<file path="src/rtl/fifo_wr_ctrl_pkg.sv">
// Shared Gray-pointer FIFO definitions, used by both the write-side and read-side controllers.
package fifo_wr_ctrl_pkg;

  localparam int FIFO_ADDR_WIDTH_DFLT = 4;
  localparam int FIFO_DEPTH_DFLT      = 1 << FIFO_ADDR_WIDTH_DFLT;

  function automatic int ptr_width(input int addr_width);
    return addr_width + 1;
  endfunction

  function automatic int fifo_depth(input int addr_width);
    return 1 << addr_width;
  endfunction

  // A Gray pointer exactly DEPTH ahead of another differs only in its top two bits.
  function automatic logic [31:0] gray_full_match(input logic [31:0] peer_gray, input int pw);
    return peer_gray ^ (32'h3 << (pw - 2));
  endfunction

endpackage

</file>
<file path="src/rtl/fifo_wr_ctrl_if.sv">
// Write-side FIFO control bundle: requester/read-domain inputs and controller status outputs.
interface fifo_wr_ctrl_if #(
  parameter int ADDR_WIDTH = 4
);
  logic                  i_wr_en;
  logic [ADDR_WIDTH:0]   i_rd_gray;
  logic                  o_ram_we;
  logic [ADDR_WIDTH-1:0] o_ram_waddr;
  logic [ADDR_WIDTH:0]   o_wr_gray;
  logic                  o_full;
  logic                  o_almost_full;
  logic [ADDR_WIDTH:0]   o_wr_count;
  logic                  o_overflow;

  modport master (
    output i_wr_en, i_rd_gray,
    input  o_ram_we, o_ram_waddr, o_wr_gray, o_full, o_almost_full, o_wr_count, o_overflow
  );

  modport slave (
    input  i_wr_en, i_rd_gray,
    output o_ram_we, o_ram_waddr, o_wr_gray, o_full, o_almost_full, o_wr_count, o_overflow
  );
endinterface

</file>
<file path="src/rtl/binary2gray.sv">
// Binary to reflected-Gray code converter.
module binary2gray #(
  parameter int BIN_WIDTH = 5
) (
  input  logic [BIN_WIDTH-1:0] i_bin,
  output logic [BIN_WIDTH-1:0] o_gray
);
  assign o_gray = i_bin ^ (i_bin >> 1);
endmodule

</file>
<file path="src/rtl/gray2binary.sv">
// Reflected-Gray to binary converter: each binary bit is the XOR of all Gray bits at or above it.
module gray2binary #(
  parameter int BIN_WIDTH = 5
) (
  input  logic [BIN_WIDTH-1:0] i_gray,
  output logic [BIN_WIDTH-1:0] o_bin
);
  always_comb begin
    o_bin = '0;
    for (int i = 0; i < BIN_WIDTH; i++) begin
      o_bin[i] = ^(i_gray >> i);
    end
  end
endmodule

</file>
<file path="src/rtl/fifo_wr_ctrl.sv">
// Write-domain pointer/flag controller for the Gray-pointer async FIFO.
module fifo_wr_ctrl
  import fifo_wr_ctrl_pkg::*;
#(
  parameter int ADDR_WIDTH = FIFO_ADDR_WIDTH_DFLT,
  parameter int AFULL_THR  = 2
) (
  input  logic          i_clk,
  input  logic          i_rst,
  fifo_wr_ctrl_if.slave bus
);
  localparam int PW    = ptr_width(ADDR_WIDTH);
  localparam int DEPTH = fifo_depth(ADDR_WIDTH);
  localparam logic [PW-1:0] AFULL_LVL = PW'(DEPTH - AFULL_THR);

  logic [PW-1:0] rd_s1_q, rd_s1_d;
  logic [PW-1:0] rd_s2_q, rd_s2_d;
  logic [PW-1:0] wr_bin_q, wr_bin_d;
  logic [PW-1:0] wr_gray_q, wr_gray_d;
  logic [PW-1:0] wr_count_q, wr_count_d;
  logic          full_q, full_d;
  logic          afull_q, afull_d;
  logic          ovf_q, ovf_d;

  logic          accept;
  logic [PW-1:0] wr_bin_next;
  logic [PW-1:0] wr_gray_next;
  logic [PW-1:0] rd_bin;
  logic [PW-1:0] full_target;
  logic [PW-1:0] occupancy;

  binary2gray #(.BIN_WIDTH(PW)) u_b2g (
    .i_bin  (wr_bin_next),
    .o_gray (wr_gray_next)
  );

  gray2binary #(.BIN_WIDTH(PW)) u_g2b (
    .i_gray (rd_s2_q),
    .o_bin  (rd_bin)
  );

  always_comb begin
    accept      = bus.i_wr_en & ~full_q;
    wr_bin_next = wr_bin_q + PW'(accept);
    full_target = PW'(gray_full_match(32'(rd_s2_q), PW));
    // Flags use the post-write pointer against the current synchronized read pointer,
    // so they may lag a read but never a write.
    occupancy   = wr_bin_next - rd_bin;

    rd_s1_d    = bus.i_rd_gray;
    rd_s2_d    = rd_s1_q;
    wr_bin_d   = wr_bin_next;
    wr_gray_d  = wr_gray_next;
    wr_count_d = occupancy;
    full_d     = (wr_gray_next == full_target);
    afull_d    = (occupancy >= AFULL_LVL);
    ovf_d      = bus.i_wr_en & full_q;
  end

  always_ff @(posedge i_clk or posedge i_rst) begin
    if (i_rst) begin
      rd_s1_q    <= '0;
      rd_s2_q    <= '0;
      wr_bin_q   <= '0;
      wr_gray_q  <= '0;
      wr_count_q <= '0;
      full_q     <= 1'b0;
      afull_q    <= 1'b0;
      ovf_q      <= 1'b0;
    end else begin
      rd_s1_q    <= rd_s1_d;
      rd_s2_q    <= rd_s2_d;
      wr_bin_q   <= wr_bin_d;
      wr_gray_q  <= wr_gray_d;
      wr_count_q <= wr_count_d;
      full_q     <= full_d;
      afull_q    <= afull_d;
      ovf_q      <= ovf_d;
    end
  end

  // The strobe is gated by reset so the RAM sees no write while reset is held.
  assign bus.o_ram_we      = bus.i_wr_en & ~full_q & ~i_rst;
  assign bus.o_ram_waddr   = wr_bin_q[ADDR_WIDTH-1:0];
  assign bus.o_wr_gray     = wr_gray_q;
  assign bus.o_full        = full_q;
  assign bus.o_almost_full = afull_q;
  assign bus.o_wr_count    = wr_count_q;
  assign bus.o_overflow    = ovf_q;

endmodule

</file>
<file path="src/flat_wrapper.sv">
// flat-port wrapper written by rule: the top's interface ports become plain ports
module fifo_wr_ctrl_flat import fifo_wr_ctrl_pkg::*;
#(
  parameter int ADDR_WIDTH = FIFO_ADDR_WIDTH_DFLT,
  parameter int AFULL_THR  = 2
)
  (i_clk, i_rst, bus_i_wr_en, bus_i_rd_gray, bus_o_ram_we, bus_o_ram_waddr, bus_o_wr_gray, bus_o_full, bus_o_almost_full, bus_o_wr_count, bus_o_overflow);
  fifo_wr_ctrl_if #(.ADDR_WIDTH(ADDR_WIDTH)) bus_i ();
  input  logic i_clk;
  input  logic i_rst;
  input wire logic [$bits(bus_i.i_wr_en)-1:0] bus_i_wr_en;
  input wire logic [$bits(bus_i.i_rd_gray)-1:0] bus_i_rd_gray;
  output wire logic [$bits(bus_i.o_ram_we)-1:0] bus_o_ram_we;
  output wire logic [$bits(bus_i.o_ram_waddr)-1:0] bus_o_ram_waddr;
  output wire logic [$bits(bus_i.o_wr_gray)-1:0] bus_o_wr_gray;
  output wire logic [$bits(bus_i.o_full)-1:0] bus_o_full;
  output wire logic [$bits(bus_i.o_almost_full)-1:0] bus_o_almost_full;
  output wire logic [$bits(bus_i.o_wr_count)-1:0] bus_o_wr_count;
  output wire logic [$bits(bus_i.o_overflow)-1:0] bus_o_overflow;
  assign bus_i.i_wr_en = bus_i_wr_en;
  assign bus_i.i_rd_gray = bus_i_rd_gray;
  assign bus_o_ram_we = bus_i.o_ram_we;
  assign bus_o_ram_waddr = bus_i.o_ram_waddr;
  assign bus_o_wr_gray = bus_i.o_wr_gray;
  assign bus_o_full = bus_i.o_full;
  assign bus_o_almost_full = bus_i.o_almost_full;
  assign bus_o_wr_count = bus_i.o_wr_count;
  assign bus_o_overflow = bus_i.o_overflow;
  fifo_wr_ctrl #(.ADDR_WIDTH(ADDR_WIDTH), .AFULL_THR(AFULL_THR)) u_core (.i_clk(i_clk), .i_rst(i_rst), .bus(bus_i));
endmodule
</file>
<file path="config.mk">
export PLATFORM = sky130hd
export DESIGN_NAME = fifo_wr_ctrl_flat
export DESIGN_NICKNAME = d
export VERILOG_FILES = /design/src/rtl/fifo_wr_ctrl_pkg.sv /design/src/rtl/fifo_wr_ctrl_if.sv /design/src/rtl/binary2gray.sv /design/src/rtl/gray2binary.sv /design/src/rtl/fifo_wr_ctrl.sv /design/src/flat_wrapper.sv
export SDC_FILE = /design/constraint.sdc
export NUM_CORES = 1
export LEC_CHECK = 0
export CORE_ASPECT_RATIO = 1.75
export CORE_MARGIN = 2
export CORE_UTILIZATION = 53
export DETAILED_ROUTE_END_ITERATION = 8
export PLACE_DENSITY = 0.81
export SYNTH_ARGS = -nofsm -noshare
export SYNTH_HDL_FRONTEND = slang
export SYNTH_SLANG_ARGS = --single-unit
</file>
<file path="constraint.sdc">
create_clock -name i_clk -period 7.4 [get_ports i_clk]
set_input_delay 1.11 -clock i_clk [delete_from_list [all_inputs] [get_ports i_clk]]
set_output_delay 1.11 -clock i_clk [all_outputs]
set_load 0.01 [all_outputs]
</file>
==> summary.md, run 1 <==
| Metric | Value |
|---|---|
| # DRC | `0` |
| Status | `completed` |
| Synth Flop Type | `dfrtp_1` |
| Post-Syn Area | `0.00121 mm2` |
| Fin. Hold Viols | `0` |
| Initial DRC count | `33` |
| Hold Slack | `approximately 0.36 ns` |
| Nets | `134` |
| Hold crit path type | `reg2reg` |
| Pint | `0.434 mW` |
| Number of distinct library cells after synthesis | `30` |
| Highest clock rate | `270 MHz` |
| Clock share of power | `8.6%` |
| Synthesized instance count | `90` |
| Total negative slack | `0 ns` |
| Sequential area share after synthesis | `56.0%` |
| Layout cell share with drive strength beyond 1 | `6.72%` |
| Switch Pwr | `0.261 mW` |
| CP max stage delay | `0.54 ns` |
| CTS root buf | `clkbuf_4` |
| Critical path's slowest cell | `clkdlybuf4s50_1` |
| Antenna diodes | `0` |
| CTS max path bufs | `2` |
| H-Tree Depth | `1` |
| Critical path type | `in2out` |
| # IOs | `26` |
| Gp weighted congestion | `approximately 0.85` |
| Worst Path Max Fanout | `28` |
| Worst r2r src | `u_core.rd_s2_q[4]` |
| Max Cap Violations | `0` |
| Dpl cell area | `about 0.0015 mm2` |
| Pin count of the biggest net entering global routing | `29` |
| Commonest non-fill, non-tap cell in the layout | `dfrtp_1` |
| R2r endpoint | `u_core.bus.o_almost_full` |
| Number of global-route vias before repair | `817` |
| Clock Sinks | `27` |
| Critical Path End | `bus_o_ram_we` |
| Grt ovf | `0` |
| Core area | `between 0.002 and 0.0025 mm2` |
| Most used cell, CP | `clkdlybuf4s50_1` |
| Post-CTS setup buffers | `0` |
| EDFF count, synth | `0` |
| Setup Skew | `approximately 0.0057 ns` |
| Initial core utilization | `between 50 and 60%` |
| Chip width | `40.1 um` |
| CTS tree | `done` |
| Initial antenna violation count | `0` |
| Number of cell rows | `22` |
| Routed wire per std cell | `14.8 um` |
| Post-CTS Resized | `0` |
| Final Power | `0.695 mW` |
| Fin crit period | `3.71 ns` |
| RSZ-0062 raised after global routing | `false` |
| Critical-path cell list | `clkdlybuf4s50_1 -> inv_1 -> buf_4 -> and2_1 -> clkdlybuf4s50_1` |
| Number of fill cells | `153` |
| First-pass DRT Iterations | `4` |
| Die Height | `67.1 um` |
| I/O Buffers | `25` |
| Final wirelength | `2.12 mm` |
| Worst skew pair latency | `0.31 ns` |
| Static leakage | `0.698 nW` |
| Setup violations, final | `0` |
| Worst slew pin tran | `about 0.43 ns` |
| Hold-fix buffers, CTS | `0` |
| First-pass GRT wire length | `3.51 mm` |
| Sw frac | `37.6%` |
| Via count | `759` |
| Worst IR Drop VDD | `about 0.25 mV` |
| Worst setup EP type | `primary output` |
| Power per cell area | `roughly 460 mW/mm2` |
| Design area | `0.00152 mm2` |
| Final WS setup | `3.69 ns` |
| Critical path startpoint category | `primary input` |
| Combinational Power Share | `57.6%` |
| Vias per cell | `5.31` |
| FF+latch count, synth | `27` |
| Reg2reg setup slack | `between 4 and 5 ns` |
| Share of power burned in registers | `between 30% and 40%` |
| Die ar. | `0.00269 mm2` |
| Reg clk slew, reported paths | `0.13 ns` |
| Tot GR Track Use | `between 10% and 20%` |
| Critical path arrival | `between 2 and 3 ns` |
| Worst endpoint required time | `6.29 ns` |
| CP startpoint | `i_rst` |
| Fraction of registers with async set/reset | `100%` |
| Reg2Reg Depth | `10` |
| Worst slew margin | `70.9%` |
| Synth Warn # | `0` |
| Max-slew violation count | `0` |
| Most frequent cells in the layout | `27 x dfrtp_1, 25 x clkdlybuf4s50_1, 8 x xnor2_1, 8 x inv_1, 6 x xor2_1` |
| Syn Nets | `104` |
| DRT antenna net count | `0` |
| Layout Area Growth over Synthesis | `25.6%` |
| Period utilisation layout | `50.1%` |
| Pre-CTS setup slack | `3.59 ns` |
| Syn avg cell area | `13.4 um2` |
| Cts bufs inserted | `3` |
| Detailed Place HPWL | `1.68 mm` |
==> stage by stage <==
step | std cells | utilization, %
after floorplan | 90 | -
after detailed placement | 139 | 70.2
after global placement | 139 | 70.2
after CTS | 143 | 71.5
final | 143 | 71.5
after global routing | 143 | 71.5
==> synthesized netlist by cell type, types with 2 or more instances <==
cell type | instances | area [um2]
nor2b_1 | 2 | 12.5
xor3_1 | 2 | 47.6
xnor2_1 | 8 | 70.1
xor2_1 | 6 | 52.6
xor2_2 | 2 | 32.5
nand2_1 | 2 | 7.51
nor3_1 | 2 | 10.0
inv_1 | 8 | 30.0
dfrtp_1 | 27 | 676
nor2_1 | 2 | 7.51
o21ai_0 | 3 | 15.0
a21boi_0 | 2 | 15.0
nand3_1 | 2 | 10.0
and2_1 | 2 | 12.5
ha_1 | 5 | 62.6
==> how the worst min path moves through the flow <==
stage	from	slack (ns)	endpoint	cells past startpoint
after detailed placement	u_core.rd_s1_q[2]	0.34	u_core.rd_s2_q[2]	0
after global routing	u_core.rd_s1_q[2]	0.38	u_core.rd_s2_q[2]	0
after global placement	u_core.rd_s1_q[4]	0.33	u_core.rd_s2_q[4]	0
final	u_core.rd_s1_q[2]	0.36	u_core.rd_s2_q[2]	0
after floorplan	u_core.rd_s1_q[0]	0.33	u_core.rd_s2_q[0]	0
after CTS	u_core.rd_s1_q[2]	0.37	u_core.rd_s2_q[2]	0
==> power by group through the flow <==
stage	registers [mW]	logic, mW	clock network, mW
5_1_grt	0.243	0.441	0.0692
4_1_cts	0.236	0.403	0.0626
6_report	0.235	0.400	0.0599
3_5_place_dp	0.239	0.401	0
3_3_place_gp	0.235	0.385	0
2_1_floorplan	0.252	0.240	0
==> critical path, delay by kind of cell <==
family | cells | cell delay, ns
and+or+nand+nor | 1 | 0.18
buffers and inverters | 4 | 1.30
==> final cells by class <==
cell class              instances  area (um2)  area share [%]
clock buffers                   4        26.3            1.73
inverters                       8        30.0            1.98
multi-input cells              54         495            32.7
flip-flops and latches         27         676            44.6
well taps                      24        30.0            1.98
repair buffers                 26         258            17.0
==> layer usage <==
layer,vias up,track usage (%),share of wire (%)
met5,-,0,0
met4,0,14.7,6.2
met3,14,3.33,3.7
met2,29,33.1,56
met1,361,20.4,35
li1,355,-,-
==> flip-flops by register name, summed over array words and instances, names as in the netlist <==
| signal | count |
|---|---|
| u_core.bus.o_almost_full | 1 |
| u_core.bus.o_full | 1 |
| u_core.bus.o_overflow | 1 |
| u_core.bus.o_wr_count | 5 |
| u_core.bus.o_wr_gray | 4 |
| u_core.rd_s1_q | 5 |
| u_core.rd_s2_q | 5 |
| u_core.wr_bin_q | 5 |
==> cell families (layout without fill, tap and decap cells) <==
family	Yosys count	after routing	synth area share, %
AOI/OAI and AO/OA	13	13	7.37
xor gates and xnor gates	20	20	20.0
adders and majority gates	6	6	6.85
buffers and inverters	9	38	2.90
DFF	27	27	56.0
and+or+nand+nor	15	15	6.85
No activity file was read; power rests on OpenSTA's default activity.
==> run 2: changes to the inputs <==
--- a/config.mk
+++ b/config.mk
@@ -7,9 +7,9 @@
 export LEC_CHECK = 0
 export CORE_ASPECT_RATIO = 1.75
 export CORE_MARGIN = 2
-export CORE_UTILIZATION = 53
+export CORE_UTILIZATION = 49
 export DETAILED_ROUTE_END_ITERATION = 8
-export PLACE_DENSITY = 0.81
+export PLACE_DENSITY = 0.75
 export SYNTH_ARGS = -nofsm -noshare
 export SYNTH_HDL_FRONTEND = slang
 export SYNTH_SLANG_ARGS = --single-unit
==> constraint.sdc (replaced) <==
create_clock -name i_clk -period 3.82 [get_ports i_clk]
set_input_delay 0.573 -clock i_clk [delete_from_list [all_inputs] [get_ports i_clk]]
set_output_delay 0.573 -clock i_clk [all_outputs]
set_load 0.01 [all_outputs]
==> summary.md, run 2 (synthesis gave the netlist of run 1 again) <==
| Metric | Value |
|---|---|
| Number of cell rows | `23 (+4.5%)` |
| Critical path type | `in2reg` |
| Share of power burned in registers | `32.7% (-1.1 points)` |
| Max-slew violation count | `0 (unchanged)` |
| Worst slew pin tran | `0.362 ns (-0.0708 ns)` |
| Nets | `134 (unchanged)` |
| Chip width | `41.5 um (+3.6%)` |
| Switch Pwr | `0.513 mW (+96%)` |
| Commonest non-fill, non-tap cell in the layout | `dfrtp_1` |
| Critical path's slowest cell | `fa_1` |
| # IOs | `26 (unchanged)` |
| Worst endpoint required time | `3.97 ns (-2.32 ns)` |
| # DRC | `0 (unchanged)` |
| Worst setup EP type | `register` |
| Cts bufs inserted | `3 (unchanged)` |
| CTS root buf | `clkbuf_8` |
| Max Cap Violations | `0 (unchanged)` |
| CP max stage delay | `0.48 ns (-0.06 ns)` |
| First-pass GRT wire length | `3.72 mm (+5.9%)` |
| First-pass DRT Iterations | `4 (unchanged)` |
| Die Height | `69.6 um (+3.8%)` |
| I/O Buffers | `25 (unchanged)` |
| Pre-CTS setup slack | `0.517 ns (-3.07 ns)` |
| Critical path arrival | `3.17 ns (+0.57 ns)` |
| Sw frac | `37.0% (-0.60 points)` |
| Total negative slack | `0 ns (unchanged)` |
| Status | `completed` |
| Post-CTS Resized | `0 (unchanged)` |
| Area occupied by multi-input gates | `495 um2 (unchanged)` |
| Fin. Hold Viols | `0 (unchanged)` |
| Routed wire per std cell | `14.4 um (-3.0%)` |
| Vias per cell | `5.27 (-0.69%)` |
| Initial DRC count | `17 (-48%)` |
| Hold Slack | `0.353 ns (-0.0117 ns)` |
| Reg clk slew, reported paths | `0.08 ns (-0.05 ns)` |
| DRT antenna net count | `0 (unchanged)` |
| Register area | `676 um2 (unchanged)` |
| CTS max path bufs | `2 (unchanged)` |
| Layout cell share with drive strength beyond 1 | `6.72% (unchanged)` |
| Core area | `0.00230 mm2 (+8.6%)` |
| Pin count of the biggest net entering global routing | `28 (-3.4%)` |
| Setup Skew | `0.00291 ns (-0.00277 ns)` |
| Most frequent cells in the layout | `27 x dfrtp_1, 25 x clkdlybuf4s50_1, 8 x xnor2_1, 8 x inv_1, 6 x xor2_1` |
| Hold-fix buffers, CTS | `0 (unchanged)` |
| Fin crit period | `slightly above 3 ns` |
| Number of fill cells | `196 (+28%)` |
| Gp weighted congestion | `0.810 (-5.1%)` |
| Worst path bufs/invs | `2 (-2)` |
| Final Non-Filler Cells | `144 (+0.70%)` |
| CTS tree | `done` |
| Worst IR Drop VDD | `0.435 mV (+76%)` |
| Via count | `759 (unchanged)` |
| Clock Sinks | `27 (unchanged)` |
| Grt ovf | `0 (unchanged)` |
| Die ar. | `0.00289 mm2 (+7.5%)` |
| Hold crit path type | `reg2reg` |
| Worst slew margin | `75.7% (+4.8 points)` |
| RSZ-0062 raised after global routing | `false` |
| Highest clock rate | `332 MHz` |
| Layout Area Growth over Synthesis | `27.3%` |
| Cell class contributing the biggest share of worst-path delay | `adder cells` |
| Period utilisation layout | `78.9%` |
| Worst skew pair latency | `0.27 ns (-0.04 ns)` |
| Critical path startpoint category | `primary input` |
| Final wirelength | `2.07 mm (-2.3%)` |
| Critical-path cell list | `clkdlybuf4s50_1 -> nor2b_1 -> ha_1 -> ha_1 -> inv_1 -> fa_1 -> nor2b_1 -> o21ai_0 -> a211oi_1 -> o22ai_1` |
| Initial core utilization | `52.4% (-4.5 points)` |
| Final WS setup | `0.805 ns (-2.89 ns)` |
| Static leakage | `0.706 nW (+1.1%)` |
| Setup violations, final | `0 (unchanged)` |
| Worst Path Max Fanout | `6 (-79%)` |
| Pint | `0.873 mW (+100%)` |
| Number of global-route vias before repair | `868 (+6.2%)` |
| Initial antenna violation count | `0 (unchanged)` |
| Post-layout util | `66.7% (-4.8 points)` |
| Tot GR Track Use | `16.9% (-2.8 points)` |
| Combinational Power Share | `55.9% (-1.7 points)` |
| H-Tree Depth | `1 (unchanged)` |
| Power per cell area | `903 mW/mm2 (+97%)` |
| Clock share of power | `11.5% (+2.9 points)` |
| Detailed Place HPWL | `1.55 mm (-7.8%)` |
| Placed Cells | `140 (+0.72%)` |
| Post-CTS setup buffers | `0 (unchanged)` |
| Antenna diodes | `0 (unchanged)` |
## run 2: area by class of cell
cell class | instances | area share (%)
Inverter | 8 | 1.96
Tap cell | 25 | 2.04
Timing Repair Buffer | 26 | 16.8
Sequential cell | 27 | 44.0
Multi-Input combinational cell | 54 | 32.3
Clock buffer | 4 | 2.93
## run 2: worst paths after layout
path | startpoint | to | slack [ns] | depth (start not counted)
worst min-delay path | u_core.rd_s1_q[2] | u_core.rd_s2_q[2] | 0.35 | 0
worst max register to register | u_core.rd_s2_q[4] | u_core.bus.o_almost_full | 0.99 | 10
min in group asynchronous | i_rst | u_core.bus.o_wr_gray[1] | 0.70 | 3
worst min register to register | u_core.rd_s1_q[2] | u_core.rd_s2_q[2] | 0.35 | 0
max in group asynchronous | i_rst | u_core.bus.o_wr_count[2] | 2.87 | 3
worst max-delay path | bus_i_wr_en | u_core.bus.o_almost_full | 0.80 | 10
## run 2: worst register-to-register path: stages (launching register included)
cell and delay, ns:
dfrtp_1 0.42, xnor2_2 0.31, xor2_2 0.24, xor2_2 0.23, xnor2_1 0.10, ha_1 0.21, fa_1 0.42, nor2b_1 0.17
o21ai_0 0.12, a211oi_1 0.35, o22ai_1 0.13
## run 2: per-layer routing
layer  global-route usage (%)  vias to the layer above  wire length [um]
met5                        0                        -                 0
met4                     11.5                        0                67
met3                     2.08                        5                72
met2                     31.4                       20              1220
met1                     16.5                      381               718
li1                         -                      353                 -
## run 2: power by group through the flow
stage          Sequential (mW)  Combinational, mW  Clock, mW
2_1_floorplan            0.487              0.464          0
3_3_place_gp             0.455              0.745          0
3_5_place_dp             0.458              0.767          0
4_1_cts                  0.453              0.779      0.165
5_1_grt                  0.465              0.863      0.171
6_report                 0.453              0.774      0.159
## run 2: per-stage QoR
step	total power, mW	area [um2]
global route	1.50	1540
global placement	1.20	1490
floorplan	0.951	1210
CTS	1.40	1540
detailed placement	1.23	1490
finish	1.39	1540
